### src/rtl/audio_pkg.sv
// Shared audio constants and helpers for the PDM modulator datapath.
// Widths are fixed so both channels and the bench agree on integrator ranges.
package audio_pkg;

    localparam int PDM_IN_W   = 16;
    localparam int PDM_I1_W   = 20;
    localparam int PDM_I2_W   = 24;
    localparam int PDM_FB_MAG = 32768;
    localparam int PDM_FB_W   = PDM_IN_W + 2;

    // Clamp a signed value into the two's-complement range of 'width' bits.
    function automatic logic signed [31:0] sat(input logic signed [31:0] value,
                                                input int                 width);
        logic signed [31:0] hi;
        logic signed [31:0] lo;
        hi = (32'sd1 <<< (width - 1)) - 32'sd1;
        lo = -(32'sd1 <<< (width - 1));
        if (value > hi) begin
            return hi;
        end else if (value < lo) begin
            return lo;
        end else begin
            return value;
        end
    endfunction

endpackage

### src/rtl/pdm_dac_channel.sv
// One channel of the second-order delta-sigma modulator: sample latch,
// two saturating integrators and the registered 1-bit output.
module pdm_dac_channel
    import audio_pkg::*;
(
    input  logic                       clk,
    input  logic                       rst,
    input  logic                       enable,
    input  logic                       tick,
    input  logic                       load,
    input  logic signed [PDM_IN_W-1:0] x_in,
    output logic                       pdm
);

    localparam int S1_W = PDM_I1_W + 1;
    localparam int S2_W = PDM_I2_W + 1;
    localparam logic signed [PDM_FB_W-1:0] FB_POS = PDM_FB_W'(PDM_FB_MAG);
    localparam logic signed [PDM_FB_W-1:0] FB_NEG = PDM_FB_W'(-PDM_FB_MAG);

    logic signed [PDM_IN_W-1:0] x;
    logic signed [PDM_I1_W-1:0] i1;
    logic signed [PDM_I2_W-1:0] i2;
    logic signed [PDM_FB_W-1:0] fb;
    logic signed [S1_W-1:0]     sum1;
    logic signed [S2_W-1:0]     sum2;
    logic signed [PDM_I1_W-1:0] i1_new;
    logic signed [PDM_I2_W-1:0] i2_new;

    // NOTE: every variable gets a value on every pass through always_comb, so no latch is inferred.
    always_comb begin
        fb     = pdm ? FB_POS : FB_NEG;
        sum1   = S1_W'(i1) + S1_W'(x) - S1_W'(fb);
        i1_new = PDM_I1_W'(sat(32'(sum1), PDM_I1_W));
        sum2   = S2_W'(i2) + S2_W'(i1_new) - S2_W'(fb);
        i2_new = PDM_I2_W'(sat(32'(sum2), PDM_I2_W));
    end

    // The latch uses the pre-edge x, so a strobe coinciding with a tick only affects later ticks.
    // NOTE: non-blocking assignments make every register see pre-edge values of the others.
    always_ff @(posedge clk) begin
        if (rst) begin
            x   <= '0;
            i1  <= '0;
            i2  <= '0;
            pdm <= 1'b0;
        end else begin
            if (load) begin
                x <= x_in;
            end
            if (!enable) begin
                i1  <= '0;
                i2  <= '0;
                pdm <= 1'b0;
            end else if (tick) begin
                i1  <= i1_new;
                i2  <= i2_new;
                pdm <= ~i2_new[PDM_I2_W-1];
            end
        end
    end

endmodule

### src/rtl/pdm_dac.sv
// Stereo PDM DAC: shared update-rate divider feeding two identical
// delta-sigma channels driven from the mixer's 24-bit sample words.
module pdm_dac
    import audio_pkg::*;
#(
    parameter int DIV = 1
) (
    input  logic        rst,
    input  logic        clk,
    input  logic        enable,
    input  logic        next_sample,
    input  logic [23:0] left_data,
    input  logic [23:0] right_data,
    output logic        pdm_left,
    output logic        pdm_right
);

    localparam logic [7:0] LAST = 8'(DIV - 1);

    logic [7:0] div_cnt;
    logic       tick;
    logic       unused_lsbs;

    assign tick = (div_cnt == LAST);

    // Bits below the 16-bit modulator resolution are dropped.
    assign unused_lsbs = ^{left_data[7:0], right_data[7:0]};

    always_ff @(posedge clk) begin
        if (rst) begin
            div_cnt <= '0;
        end else if (tick) begin
            div_cnt <= '0;
        end else begin
            div_cnt <= div_cnt + 8'd1;
        end
    end

    pdm_dac_channel u_left (
        .clk    (clk),
        .rst    (rst),
        .enable (enable),
        .tick   (tick),
        .load   (next_sample),
        .x_in   (left_data[23:8]),
        .pdm    (pdm_left)
    );

    pdm_dac_channel u_right (
        .clk    (clk),
        .rst    (rst),
        .enable (enable),
        .tick   (tick),
        .load   (next_sample),
        .x_in   (right_data[23:8]),
        .pdm    (pdm_right)
    );

endmodule
### config.mk
export PLATFORM = sky130hd
export DESIGN_NAME = pdm_dac
export DESIGN_NICKNAME = d
export VERILOG_FILES = /design/src/rtl/audio_pkg.sv /design/src/rtl/pdm_dac_channel.sv /design/src/rtl/pdm_dac.sv
export SDC_FILE = /design/constraint.sdc
export NUM_CORES = 1
export LEC_CHECK = 0
export ABC_AREA = 1
export CAP_MARGIN = 20
export CORE_UTILIZATION = 25
export CTS_BUF_LIST = sky130_fd_sc_hd__clkbuf_4 sky130_fd_sc_hd__clkbuf_8
export DETAILED_ROUTE_END_ITERATION = 12
export PLACE_DENSITY_LB_ADDON = 0.3
export SLEW_MARGIN = 5
export SYNTH_ARGS = -nofsm -noshare
export SYNTH_HDL_FRONTEND = slang
export SYNTH_SLANG_ARGS = --single-unit
### constraint.sdc
create_clock -name clk -period 13.3 [get_ports clk]
set_clock_uncertainty 0.15 [all_clocks]
set_input_delay 2.66 -clock clk [delete_from_list [all_inputs] [get_ports clk]]
set_output_delay 2.66 -clock clk [all_outputs]
set_load 0.005 [all_outputs]
==> flow_metrics.tcl, run 1 <==
set metrics [dict create \
    status "finished, final reports clean" \
    crit_buf_inv 6 \
    rows 82 \
    cp.required_ps 13490 \
    port_buffers 37 \
    cts_tree "yes" \
    ys_top_cells_by_area "dfxtp_1, ha_1, nand2_1, inv_1, a21oi_1" \
    routabilityCongestion 0.9006 \
    yosysTopAreaCell "dfxtp_1" \
    crit_path_max_incr_delay_ps 740 \
    start_util 0.2538 \
    hold_class "reg -> reg" \
    ctsHtreeMaxLevel 4 \
    grt_max_degree 63 \
    core_um2 50270 \
    dp_hpwl_um 25490 \
    antenna_found_initial 0 \
    grt_setup_unrepaired "false" \
    cts_buffers 17 \
    cts_sinks 130 \
    setup_tns_ps 0 \
    gr-total-overflow 0 \
    synthesis.nets 2235 \
    hold_start "u_left.x[5]$_SDFFE_PP0P_" \
    ctsHoldBuffers 0 \
    cts_setup_buffers 0 \
    vias 11950 \
    cts_resized 0 \
    tightest_slew_ps 921.1 \
    clockBufferDepth 2 \
    nets 2246 \
    drc 0 \
    synth_edf_count 0 \
    critPathSlowestCell "dfxtp_1" \
    critPathCaptureType "flop" \
    r2r.worst_path.cells 26 \
    drtIter0Drc 643 \
    synth_common_cells "nand2_1, inv_1, a21oi_1, ha_1, dfxtp_1" \
    cap_violations 0 \
    avgSynthCellArea_um2 6.352 \
    ys_async_sr_fraction 0 \
    relSlewSlack 0.3850 \
    drtPass1Iterations 8 \
    drive_above_1_share 0.04919 \
    grt_pass1_vias 11740 \
    critical_path_arrival_ps 7220 \
    cp_max_fo 23 \
    yosys_warnings 0 \
    hold_path_end "u_left.x[5]$_SDFFE_PP0P_" \
    max_freq_ghz 0.1421 \
    area_growth_pct 11.32 \
    clk_pin_slew_ps 80 \
    regToRegEndpoint "u_left.i2[5]$_SDFFE_PP0P_" \
    syn_area_um2 12760 \
    critical_path_class "reg -> reg" \
    die_w_um 227.9 \
    grt_pass1_wl_um 56510 \
    synthCells 2009 \
    synth_ff_type "dfxtp_1" \
    detail_route.vias_per_cell 4.418 \
    reg2reg_from "u_left.pdm$_SDFFE_PP0P_" \
    r2r_slack_ps 6260 \
    nFillCells 5678 \
    ioPinCount 54 \
    wl_per_cell_um 12.32 \
    ant_nets 0 \
    grtUsageTotal 0.1315 \
    ys_ff_latch 130 \
    yosysTopAreaCellShare 0.2039 \
    die_h_um 227.9 \
    die_area_um2 51950 \
    path_common_cell "nand2_1" \
    wirelength_um 33330 \
    ys_types 43 \
    setup_viol 0 \
    clk_latency_ps 490 \
    fin_crit_ps 7038 \
    finalHoldViolations 0 \
    clock-root-buffer "clkbuf_8" \
    period_share 0.5292 \
    holdPathStages 2 \
    critPathTopFamily "simple AND/OR/NAND/NOR gates" \
    synth.most_common_cell "nand2_1" \
    ys_seq_area_frac 0.2039 \
    report.final.slew_viol_count 0 \
    start_kind "flop" \
]
## worst register-to-register path: cells and delay by family (launching register included)
| kind | cells | cell delay (ps) |
|---|---|---|
| buffers and inverters | 6 | 1130 |
| adder cells (fa/ha/maj) | 4 | 1830 |
| AO/OA/AOI/OAI | 4 | 1140 |
| flip-flops | 1 | 740 |
| AND/OR/NAND/NOR | 12 | 1890 |
## layer usage
metal | up-vias | global-route usage | share of wire
met2 | 116 | 0.2167 | 0.45
met4 | 0 | 0.03733 | 0.015
met5 | - | 0 | 0
met1 | 5470 | 0.1780 | 0.51
li1 | 6342 | - | -
met3 | 26 | 0.01788 | 0.025
## registers in the layout, indices dropped and copies added, names as in the netlist
name,flops
u_left.pdm,1
u_left.x,16
u_right.pdm,1
u_right.i1,20
u_right.i2,24
div_cnt,8
u_left.i1,20
u_right.x,16
u_left.i2,24
## worst max path at each step
stage                                       start                    endpoint  cells past startpoint
after floorplan           u_left.pdm$_SDFFE_PP0P_   u_left.i2[0]$_SDFFE_PP0P_                     28
final                     u_left.pdm$_SDFFE_PP0P_   u_left.i2[5]$_SDFFE_PP0P_                     26
after global routing      u_left.pdm$_SDFFE_PP0P_   u_left.i2[8]$_SDFFE_PP0P_                     26
after detailed placement  u_left.pdm$_SDFFE_PP0P_   u_left.i2[5]$_SDFFE_PP0P_                     24
after global placement    u_left.pdm$_SDFFE_PP0P_  u_left.i2[21]$_SDFFE_PP0P_                     26
after CTS                 u_left.pdm$_SDFFE_PP0P_   u_left.i2[5]$_SDFFE_PP0P_                     24
## layout make-up
| class | instances | area (um^2) | area share |
|---|---|---|---|
| Clock inverter | 9 | 201.4 | 0.01418 |
| Multi-Input combinational cell | 1388 | 8198 | 0.5771 |
| Tap cell | 672 | 840.8 | 0.05919 |
| Timing Repair Buffer | 43 | 415.4 | 0.02924 |
| Sequential cell | 130 | 2603 | 0.1832 |
| Antenna cell | 1 | 2.502 | 0.0001761 |
| Inverter | 440 | 1654 | 0.1164 |
| Clock buffer | 23 | 291.5 | 0.02052 |
## cells in the final DEF, fill, tap and decap left out, types with 2 or more instances in the layout
cell type,synthesis,layout
nor4_1,6,6
nand3_2,2,2
nand4_1,31,31
a21o_1,2,2
nand2_2,23,23
nand2_4,3,3
xnor2_1,18,18
nand2_1,485,485
nor2_2,6,6
o211ai_1,2,2
nand3b_1,3,3
a21oi_1,230,230
clkbuf_8,0,19
clkdlybuf4s50_1,0,37
bufinv_16,0,6
o21ai_0,106,106
a21oi_2,4,4
inv_2,12,13
nand3_1,94,94
ha_1,150,150
inv_1,426,425
o21ai_2,3,3
nor3_1,15,15
o21a_1,4,4
nand4_2,2,2
fa_1,24,24
and2_1,4,4
buf_4,6,6
xor2_1,43,43
dfxtp_1,130,130
o21bai_1,15,15
nor2_1,106,106
clkbuf_4,0,4
## cells by family (layout without fill, tap and decap cells)
logic type | Yosys count | in the layout | share of synthesized area
AO/OA/AOI/OAI | 368 | 368 | 0.1518
other | 0 | 1 | 0
XOR/XNOR | 61 | 61 | 0.04187
flip-flops | 130 | 130 | 0.2039
adder cells (fa/ha/maj) | 174 | 174 | 0.1847
buffers and inverters | 491 | 515 | 0.1536
AND/OR/NAND/NOR | 785 | 785 | 0.2640
## per-stage QoR
step           std cells  utilization  instance area, um^2  setup slack (ps)  hold WS, ps
2_1_floorplan       2009            -                12760              8043        279.7
3_3_place_gp        2673       0.2727                13710              6309        293.2
3_5_place_dp        2673       0.2727                13710              6195        302.5
4_1_cts             2705       0.2825                14200              6158        316.8
5_1_grt             2705       0.2825                14200              5574        342.4
6_report            2706       0.2826                14210              6262        311.4
Power of run 1 is left out: the tool's default activity adds up to more than one toggle a clock period on the data nets, which glitch-free logic cannot reach.
==> run 2, diff against run 1 <==
==> constraint.sdc (replaced) <==
create_clock -name clk -period 5.65 [get_ports clk]
set_clock_uncertainty 0.15 [all_clocks]
set_input_delay 1.13 -clock clk [delete_from_list [all_inputs] [get_ports clk]]
set_output_delay 1.13 -clock clk [all_outputs]
set_load 0.005 [all_outputs]
==> flow_metrics.tcl, run 2 (same netlist as run 1, synthesis figures left out) <==
set metrics [dict create \
    crit_buf_inv 6 \
    vias 12060 \
    layout_setup_ws_ps 348.4 \
    clock-root-buffer "clkbuf_8" \
    r2r_slack_ps 350 \
    crit_path_max_incr_delay_ps 570 \
    dp_slack_ps 64.14 \
    critPathSlowestCell "fa_1" \
    max_freq_ghz 0.1886 \
    antenna_found_initial 0 \
    finalHoldViolations 0 \
    ctsHoldBuffers 0 \
    die_h_um 227.9 \
    relSlewSlack 0.3787 \
    routabilityCongestion 0.9110 \
    clockBufferDepth 2 \
    ioPinCount 54 \
    critPathTopFamily "adder cells" \
    setup_viol 0 \
    drtPass1Iterations 5 \
    rows 82 \
    cts_tree "yes" \
    nets 2265 \
    post-place-cells 2683 \
    report.final.slew_viol_count 0 \
    cp_max_fo 29 \
    cp.required_ps 5880 \
    die_w_um 227.9 \
    largest_registers "u_left.i2 x24, u_right.i2 x24" \
    regToRegEndpoint "u_left.i2[19]$_SDFFE_PP0P_" \
    tightest_slew_ps 930.5 \
    mostFrequentLayoutCells "nand2_1, inv_1, a21oi_1" \
    path_common_cell "nand2_1" \
    wl_per_cell_um 12.54 \
    ant_nets 0 \
    ctsHtreeMaxLevel 4 \
    fin_util 0.2880 \
    port_buffers 37 \
    drtIter0Drc 578 \
    fin_cells 2723 \
    fin_crit_ps 5302 \
    hold_start "u_right.x[3]$_SDFFE_PP0P_" \
    drc 0 \
    hold_path_end "u_right.x[3]$_SDFFE_PP0P_" \
    cap_violations 0 \
    clk_latency_ps 500 \
    die_area_um2 51950 \
    grt_pass1_vias 11650 \
    holdPathStages 2 \
    n_antenna_cell 0 \
    r2r.worst_path.cells 28 \
    clk_pin_slew_ps 80 \
    critical_path_class "reg -> reg" \
    core_um2 50270 \
    grt_max_degree 63 \
    gr-total-overflow 0 \
    status "finished, final reports clean" \
    critPathCaptureType "flop" \
    grt_pass1_wl_um 56940 \
    hold_ws_ps 314.0 \
    detail_route.vias_per_cell 4.429 \
    hold_class "reg -> reg" \
    drive_above_1_share 0.06875 \
    final_common_cell "nand2_1" \
    dp_hpwl_um 26030 \
    period_share 0.9383 \
    wirelength_um 34140 \
    critical_path_arrival_ps 5540 \
    start_util 0.2538 \
    start_kind "flop" \
    cts_buffers 17 \
    grtUsageTotal 0.1323 \
    reg2reg_from "u_left.pdm$_SDFFE_PP0P_" \
    area_growth_pct 13.45 \
    cts_sinks 130 \
]
[run 2: cell types whose count changed in the layout (fill, tap and decap cells not counted), sizes merged]
cell,change
clkbuf,-3
inv,-1
diode,-1
nand2,+1
buf,+18
clkinvlp,+2
clkinv,+1
[run 2: final cells by class]
class                   instances  area, um^2
well taps                     672       840.8
flip-flops and latches        130        2603
clock buffers                  20       269.0
fillers                      5652       35800
multi-input cells            1389        8317
inverters                     440        1667
clock inverters                11       207.7
repair buffers                 61       574.3
[run 2: worst register-to-register path: cells and delay by family (launching register included)]
family / cells / cell delay [ps]
AO/OA/AOI/OAI: 4 / 770
adder cells (fa/ha/maj): 4 / 1680
buffers and inverters: 6 / 640
flip-flops: 1 / 380
AND/OR/NAND/NOR: 14 / 1560
[run 2: metrics by stage]
step	cell area (um^2)	setup TNS, ps
after floorplan	12760	0
after global placement	13790	0
after detailed placement	13790	0
after CTS	14260	0
after global routing	14480	-233.2
final	14480	0
[run 2: worst max-delay path by stage]
stage,to,start,cells after the start
finish,u_left.i2[19]$_SDFFE_PP0P_,u_left.pdm$_SDFFE_PP0P_,28
global route,u_left.i2[19]$_SDFFE_PP0P_,u_left.pdm$_SDFFE_PP0P_,28
CTS,u_left.i2[15]$_SDFFE_PP0P_,u_left.pdm$_SDFFE_PP0P_,26
detailed placement,u_left.i2[15]$_SDFFE_PP0P_,u_left.pdm$_SDFFE_PP0P_,26
global placement,u_left.i2[4]$_SDFFE_PP0P_,u_left.pdm$_SDFFE_PP0P_,27
floorplan,u_left.i2[12]$_SDFFE_PP0P_,u_left.pdm$_SDFFE_PP0P_,28
[run 2: repair_timing]
action / 4_1_cts / 5_1_grt
resized for setup: 0 / 37
endpoints found under the setup margin: 0 / 48
setup buffers: 0 / 8
[run 2: routing by layer]
| metal | track usage | wire (um) |
|---|---|---|
| met1 | 0.1785 | 17310 |
| met4 | 0.03796 | 433 |
| met5 | 0 | 0 |
| met3 | 0.01875 | 1124 |
| met2 | 0.2179 | 15280 |
Power of run 2 is left out for the same reason.
